**src/rtl/packed_unpack_pkg.sv**
```systemverilog
// Shared types for the packed-struct unpacker: FSM states, the default
// two-member signed word layout, and a helper for the member-index width.
package packed_unpack_pkg;

  typedef enum logic {
    S_IDLE = 1'b0,
    S_EMIT = 1'b1
  } state_t;

  // Default word: m0 is declared first and therefore occupies the MSBs.
  typedef struct packed signed {
    bit [3:0] m0;
    bit [3:0] m1;
  } word_t;

  localparam int unsigned DEF_FIELD_W = 4;
  localparam int unsigned DEF_NFIELDS = $bits(word_t) / DEF_FIELD_W;

  // Keeps the member-index port at least one bit wide when only one member exists.
  function automatic int unsigned idx_width(input int unsigned n);
    return (n > 1) ? $clog2(n) : 1;
  endfunction

endpackage

```
**src/rtl/packed_struct_unpacker.sv**
```systemverilog
// Captures a packed signed word and presents its members one per beat, first-declared first.
// Build option: define UNPACK_SIGN_EXT_EN to sign-extend members into out_ext (default: zero-extend).
module packed_struct_unpacker
  import packed_unpack_pkg::*;
#(
  parameter int unsigned FIELD_W = DEF_FIELD_W,
  parameter int unsigned NFIELDS = DEF_NFIELDS
) (
  input  logic                                     clk,
  input  logic                                     rst,
  input  logic                                     in_valid,
  output logic                                     in_ready,
  input  logic        [FIELD_W*NFIELDS-1:0]        in_data,
  output logic                                     out_valid,
  input  logic                                     out_ready,
  output logic        [FIELD_W-1:0]                out_field,
  output logic        [FIELD_W*NFIELDS-1:0]        out_ext,
  output logic signed [FIELD_W*NFIELDS-1:0]        out_word,
  output logic        [idx_width(NFIELDS)-1:0]     out_idx,
  output logic                                     out_last,
  output logic                                     ERROR
);

  localparam int unsigned W     = FIELD_W * NFIELDS;
  localparam int unsigned IDX_W = idx_width(NFIELDS);
  localparam logic [IDX_W-1:0] LAST_IDX = IDX_W'(NFIELDS - 1);

  state_t           r_state;
  logic [W-1:0]     r_word;
  logic [IDX_W-1:0] r_idx;
  logic             r_error;
  logic             r_prev_stall;
  logic [W-1:0]     r_prev_data;

  logic             w_emit;
  logic             w_last;
  logic             w_in_ready;
  logic             w_accept;
  logic             w_err_evt;
  logic [W-1:0]     w_shifted;
  logic [FIELD_W-1:0] w_field;
  logic [W-1:0]     w_ext;

  // Handshake decode; input is accepted on the last beat so a new word follows with no bubble.
  assign w_emit     = (r_state == S_EMIT);
  assign w_last     = w_emit && (r_idx == LAST_IDX);
  assign w_in_ready = !w_emit || (w_last && out_ready);
  assign w_accept   = in_valid && w_in_ready;
  assign w_err_evt  = r_prev_stall && (!in_valid || (in_data != r_prev_data));

  // Member idx sits idx*FIELD_W bits below the MSB.
  assign w_shifted = r_word << (32'(r_idx) * FIELD_W);
  assign w_field   = w_shifted[W-1 -: FIELD_W];

`ifdef UNPACK_SIGN_EXT_EN
  assign w_ext = W'($signed(w_field));
`else
  assign w_ext = W'(w_field);
`endif

  always_ff @(posedge clk) begin
    if (rst) begin
      r_state      <= S_IDLE;
      r_word       <= '0;
      r_idx        <= '0;
      r_error      <= 1'b0;
      r_prev_stall <= 1'b0;
      r_prev_data  <= '0;
    end else begin
      r_prev_stall <= in_valid && !w_in_ready;
      r_prev_data  <= in_data;
      if (w_err_evt) begin
        r_error <= 1'b1;
      end
      case (r_state)
        S_IDLE: begin
          if (w_accept) begin
            r_word  <= in_data;
            r_idx   <= '0;
            r_state <= S_EMIT;
          end
        end
        S_EMIT: begin
          if (out_ready) begin
            if (!w_last) begin
              r_idx <= r_idx + IDX_W'(1);
            end else if (in_valid) begin
              r_word <= in_data;
              r_idx  <= '0;
            end else begin
              r_idx   <= '0;
              r_state <= S_IDLE;
            end
          end
        end
        default: begin
          r_state <= S_IDLE;
        end
      endcase
    end
  end

  // Data outputs read as zero whenever no member is being presented.
  assign in_ready  = w_in_ready;
  assign out_valid = w_emit;
  assign out_field = w_emit ? w_field : '0;
  assign out_ext   = w_emit ? w_ext : '0;
  assign out_word  = w_emit ? $signed(r_word) : '0;
  assign out_idx   = w_emit ? r_idx : '0;
  assign out_last  = w_last;
  assign ERROR     = r_error;

endmodule

```
**config.mk**
```make
export PLATFORM = sky130hd
export DESIGN_NAME = packed_struct_unpacker
export DESIGN_NICKNAME = d
export VERILOG_FILES = /design/src/rtl/packed_unpack_pkg.sv /design/src/rtl/packed_struct_unpacker.sv
export SDC_FILE = /design/constraint.sdc
export NUM_CORES = 1
export LEC_CHECK = 0
export BUFFER_PORTS_ARGS = -buffer_cell sky130_fd_sc_hd__buf_2
export CORE_ASPECT_RATIO = 1.2
export CORE_MARGIN = 3
export CORE_UTILIZATION = 47
export DETAILED_ROUTE_END_ITERATION = 6
export GPL_ROUTABILITY_DRIVEN = 0
export PLACE_DENSITY = 0.81
export SYNTH_ARGS = -nofsm -noshare
export SYNTH_HDL_FRONTEND = slang
export SYNTH_SLANG_ARGS = --single-unit
```
**constraint.sdc**
```tcl
create_clock -name clk -period 1.8 [get_ports clk]
set_input_delay 0.54 -clock clk [delete_from_list [all_inputs] [get_ports clk]]
set_output_delay 0.54 -clock clk [all_outputs]
set_load 0.02 [all_outputs]
```
==> qor.log <==
INFO  status         run_status=finished, violations left
INFO  status         failing_checks=setup timing
INFO  sta            total_setup_violations_reported_at_the_end_of_the_flow=6
INFO  global_route   antenna_violations_before_repair=0
INFO  clock_tree     cts.hold.buffers_added=0
INFO  worst_hold_path hold_path.class=input port to flop
INFO  clock_tree     clk_root_buffer_cell=clkbuf_4
INFO  sta            timing.setup.tns=-0.133ns
INFO  finish         finalNetCount=145
INFO  logic_synthesis synth.cell_area=967um2
INFO  power_and_ir_drop ir_drop=0.000822V
INFO  logic_synthesis xor_xnor_cell_area_share_of_the_yosys_netlist=0.0724
INFO  logic_synthesis synthAdderAreaFrac=0
INFO  floorplanning  starting_density_of_the_core=0.511
INFO  floorplanning  area_enclosed_by_the_die_boundary=2640um2
INFO  power_and_ir_drop totalPowerFinal=0.992mW
INFO  global_route   first_pass_grt_wire_length=2930um
INFO  critical_path  setup.worst_path.end_class=primary output
INFO  drt            remaining_drc_errors=0
INFO  sta            fmaxAchievable=548MHz
INFO  critical_path  endpoint=out_field[3]
INFO  critical_path  ff2ff_path_depth=5
INFO  clock_tree     cts_max_path_buffers=2
INFO  placement      port_buffers=32
INFO  clock_tree     cts_inserted_buffers=3
INFO  sta            hold-worst-slack=0.480ns
INFO  logic_synthesis synth_seq_cells=20
INFO  critical_path  worst_ep_required_time=1.26ns
INFO  placement      place_hpwl=1310um
INFO  drt            average_routed_wire_per_standard_cell=11.5um
INFO  sta            finClkSkew=0.00732ns
INFO  power_and_ir_drop power.density_cell_area=875nW/um2
INFO  power_and_ir_drop power_leakage=0.539nW
INFO  floorplanning  placementRows=17
INFO  sta            rsz_0062_raised_after_global_routing=true
INFO  logic_synthesis synth_sequential_area_ratio=0.414
INFO  clock_tree     clock-sinks=20
INFO  logic_synthesis synthMuxAreaShare=0.0453
INFO  critical_path  startpoint=out_valid$_SDFF_PP0_
INFO  sta            period_minus_slack=1.82ns
INFO  critical_path  setup.worst_path.class=flop to primary output
INFO  sta            finalHoldViolations=0
INFO  finish         areaGrowthSynthToFinish=17.2%
INFO  drt            detail_route.vias_per_cell=5.21
INFO  global_route   grt.overflow.total=0
INFO  logic_synthesis syn_avg_cell_area=9.21um2
INFO  clock_tree     cts_tree=done
INFO  clock_tree     clock_transition_at_path_regs=0.11ns
INFO  floorplanning  pin_count=37
INFO  logic_synthesis post_synth_and_or_nand_nor_area_fraction=0.201
INFO  clock_tree     clock_latency=0.30ns
INFO  sta            slew_violations=0
INFO  finish         layout.cells.most_common=buf_2
INFO  logic_synthesis post_synth_inst_count=105
INFO  critical_path  worstSetupStartpointType=flop
INFO  global_route   grt_max_degree=21
INFO  finish         layout.cells.most_common_list=buf_2 (32), dfxtp_1 (18), nor2b_1 (9), a21oi_1 (9)
INFO  finish         fin_cells=151
INFO  floorplanning  placeableCoreArea=1890um2
INFO  global_route   first_global_vias=714
INFO  finish         post-route-util=0.599
INFO  sta            worst_slack=-0.0244ns
INFO  critical_path  arrival=1.28ns
INFO  sta            min_period_over_period=1.01
INFO  placement      placed_cells=145
INFO  drt            detailedRoute.firstPassIterationCount=4
INFO  floorplanning  die_h=55.7um
INFO  drt            detailedRoute.firstIterationViolations=30
INFO  drt            ant_nets=0
INFO  logic_synthesis synth_cell_types=27
INFO  logic_synthesis synth_compound_gate_area_share=0.133
INFO  critical_path  worst_r2r_startpoint=out_valid$_SDFF_PP0_
INFO  flow_run       max_cap_violations=0
INFO  logic_synthesis yosysWarningCount=0
INFO  critical_path  worst-path-max-fanout=10
INFO  finish         drive_gt1_frac=0.379
INFO  drt            wirelength=1740um
INFO  clock_tree     clock_tree.htree_level_count=1
INFO  logic_synthesis synth_top_family_by_area=simple AND/OR/NAND/NOR gates
INFO  critical_path  r2r-end=r_word[7]$_SDFFE_PP0P_
INFO  drt            dr_total_vias=787
INFO  global_route   globalRouteTotalUtil=0.148
INFO  floorplanning  chipWidth=47.4um
INFO  critical_path  reg2reg_slack=0.70ns
INFO  finish         antennaDiodeCount=0
-- worst min path at each step --
stage,to,start,cells past startpoint,slack (ns)
6_report,r_prev_data[2]$_SDFF_PP0_,in_data[2],2,0.48
3_5_place_dp,r_word[0]$_SDFFE_PP0P_,r_word[0]$_SDFFE_PP0P_,2,0.47
2_1_floorplan,ERROR$_SDFFE_PP0P_,r_prev_stall$_SDFF_PP0_,2,0.45
5_1_grt,r_prev_data[6]$_SDFF_PP0_,in_data[6],2,0.49
3_3_place_gp,r_word[0]$_SDFFE_PP0P_,r_word[0]$_SDFFE_PP0P_,2,0.46
4_1_cts,r_prev_data[2]$_SDFF_PP0_,in_data[2],2,0.48
-- power by group --
group / switching, mW / internal, mW / total [mW]
Combinational: 0.0884 / 0.0614 / 0.150
Clock: 0.135 / 0.225 / 0.360
Sequential: 0.0158 / 0.466 / 0.482
-- Yosys cell counts --
cell type,count,area [um2]
inv_2,1,3.75
a311oi_1,1,8.76
and2_2,1,7.51
nor3_2,1,10.0
nor4_1,1,6.26
and2_1,8,50.1
dfxtp_1,20,400
nor2b_1,9,56.3
buf_2,2,10.0
mux2_2,3,33.8
nor2_1,1,3.75
clkbuf_1,2,7.51
nand2_1,1,3.75
or2_0,1,6.26
nand3_1,8,40.0
mux2i_1,1,10.0
o211ai_1,1,7.51
xor2_1,8,70.1
conb_1,1,3.75
buf_4,9,67.6
a21boi_4,1,18.8
a21oi_1,9,45.0
nor3_1,2,10.0
buf_6,3,33.8
a21oi_2,1,8.76
inv_1,1,3.75
o21ai_0,8,40.0
-- worst max-delay path, cell delays in order (launching register included) --
cell and delay (ns):
dfxtp_4 0.39, and2_1 0.17, mux2_2 0.27, buf_2 0.16
-- layout make-up --
type                    instances  area, um2
fillers                       175        759
inverters                       2       7.51
flip-flops and latches         20        408
clock buffers                   3       22.5
clock inverters                 1       30.0
repair buffers                 36        190
multi-input cells              70        452
well taps                      19       23.8
-- stage by stage --
stage | area [um2] | setup slack (ns)
after CTS | 1130 | -0.0379
after global routing | 1130 | -0.0800
after detailed placement | 1060 | 0.217
final | 1130 | -0.0244
after floorplan | 980 | 0.00469
after global placement | 1060 | 0.225
-- kinds of logic (layout without fill, tap and decap cells) --
logic type / Yosys count / in the layout
compound gates: 21 / 21
buf+inv: 18 / 42
mux: 4 / 4
other cells: 1 / 4
simple gates: 33 / 33
xor+xnor: 8 / 8
flops: 20 / 20
-- flip-flops by register name (all words and copies together) (netlist names) --
name	cells
r_word	8
r_idx	1
r_prev_data	8
r_prev_stall	1
out_valid	1
ERROR	1
-- routing by layer --
metal  GRT usage  routed length (um)  vias to the layer above
met5           0                   0                        -
met4      0.0791                  38                        0
met3      0.0227                 169                        5
met2       0.218                 817                       40
met1       0.200                 718                      352
li1            -                   -                      390
-- repair_timing --
action / CTS / global route
resized for setup: 2 / 1
setup buffers: 2 / 0
endpoints found under the setup margin: 8 / 8
Power figures use the tool's default switching activity.
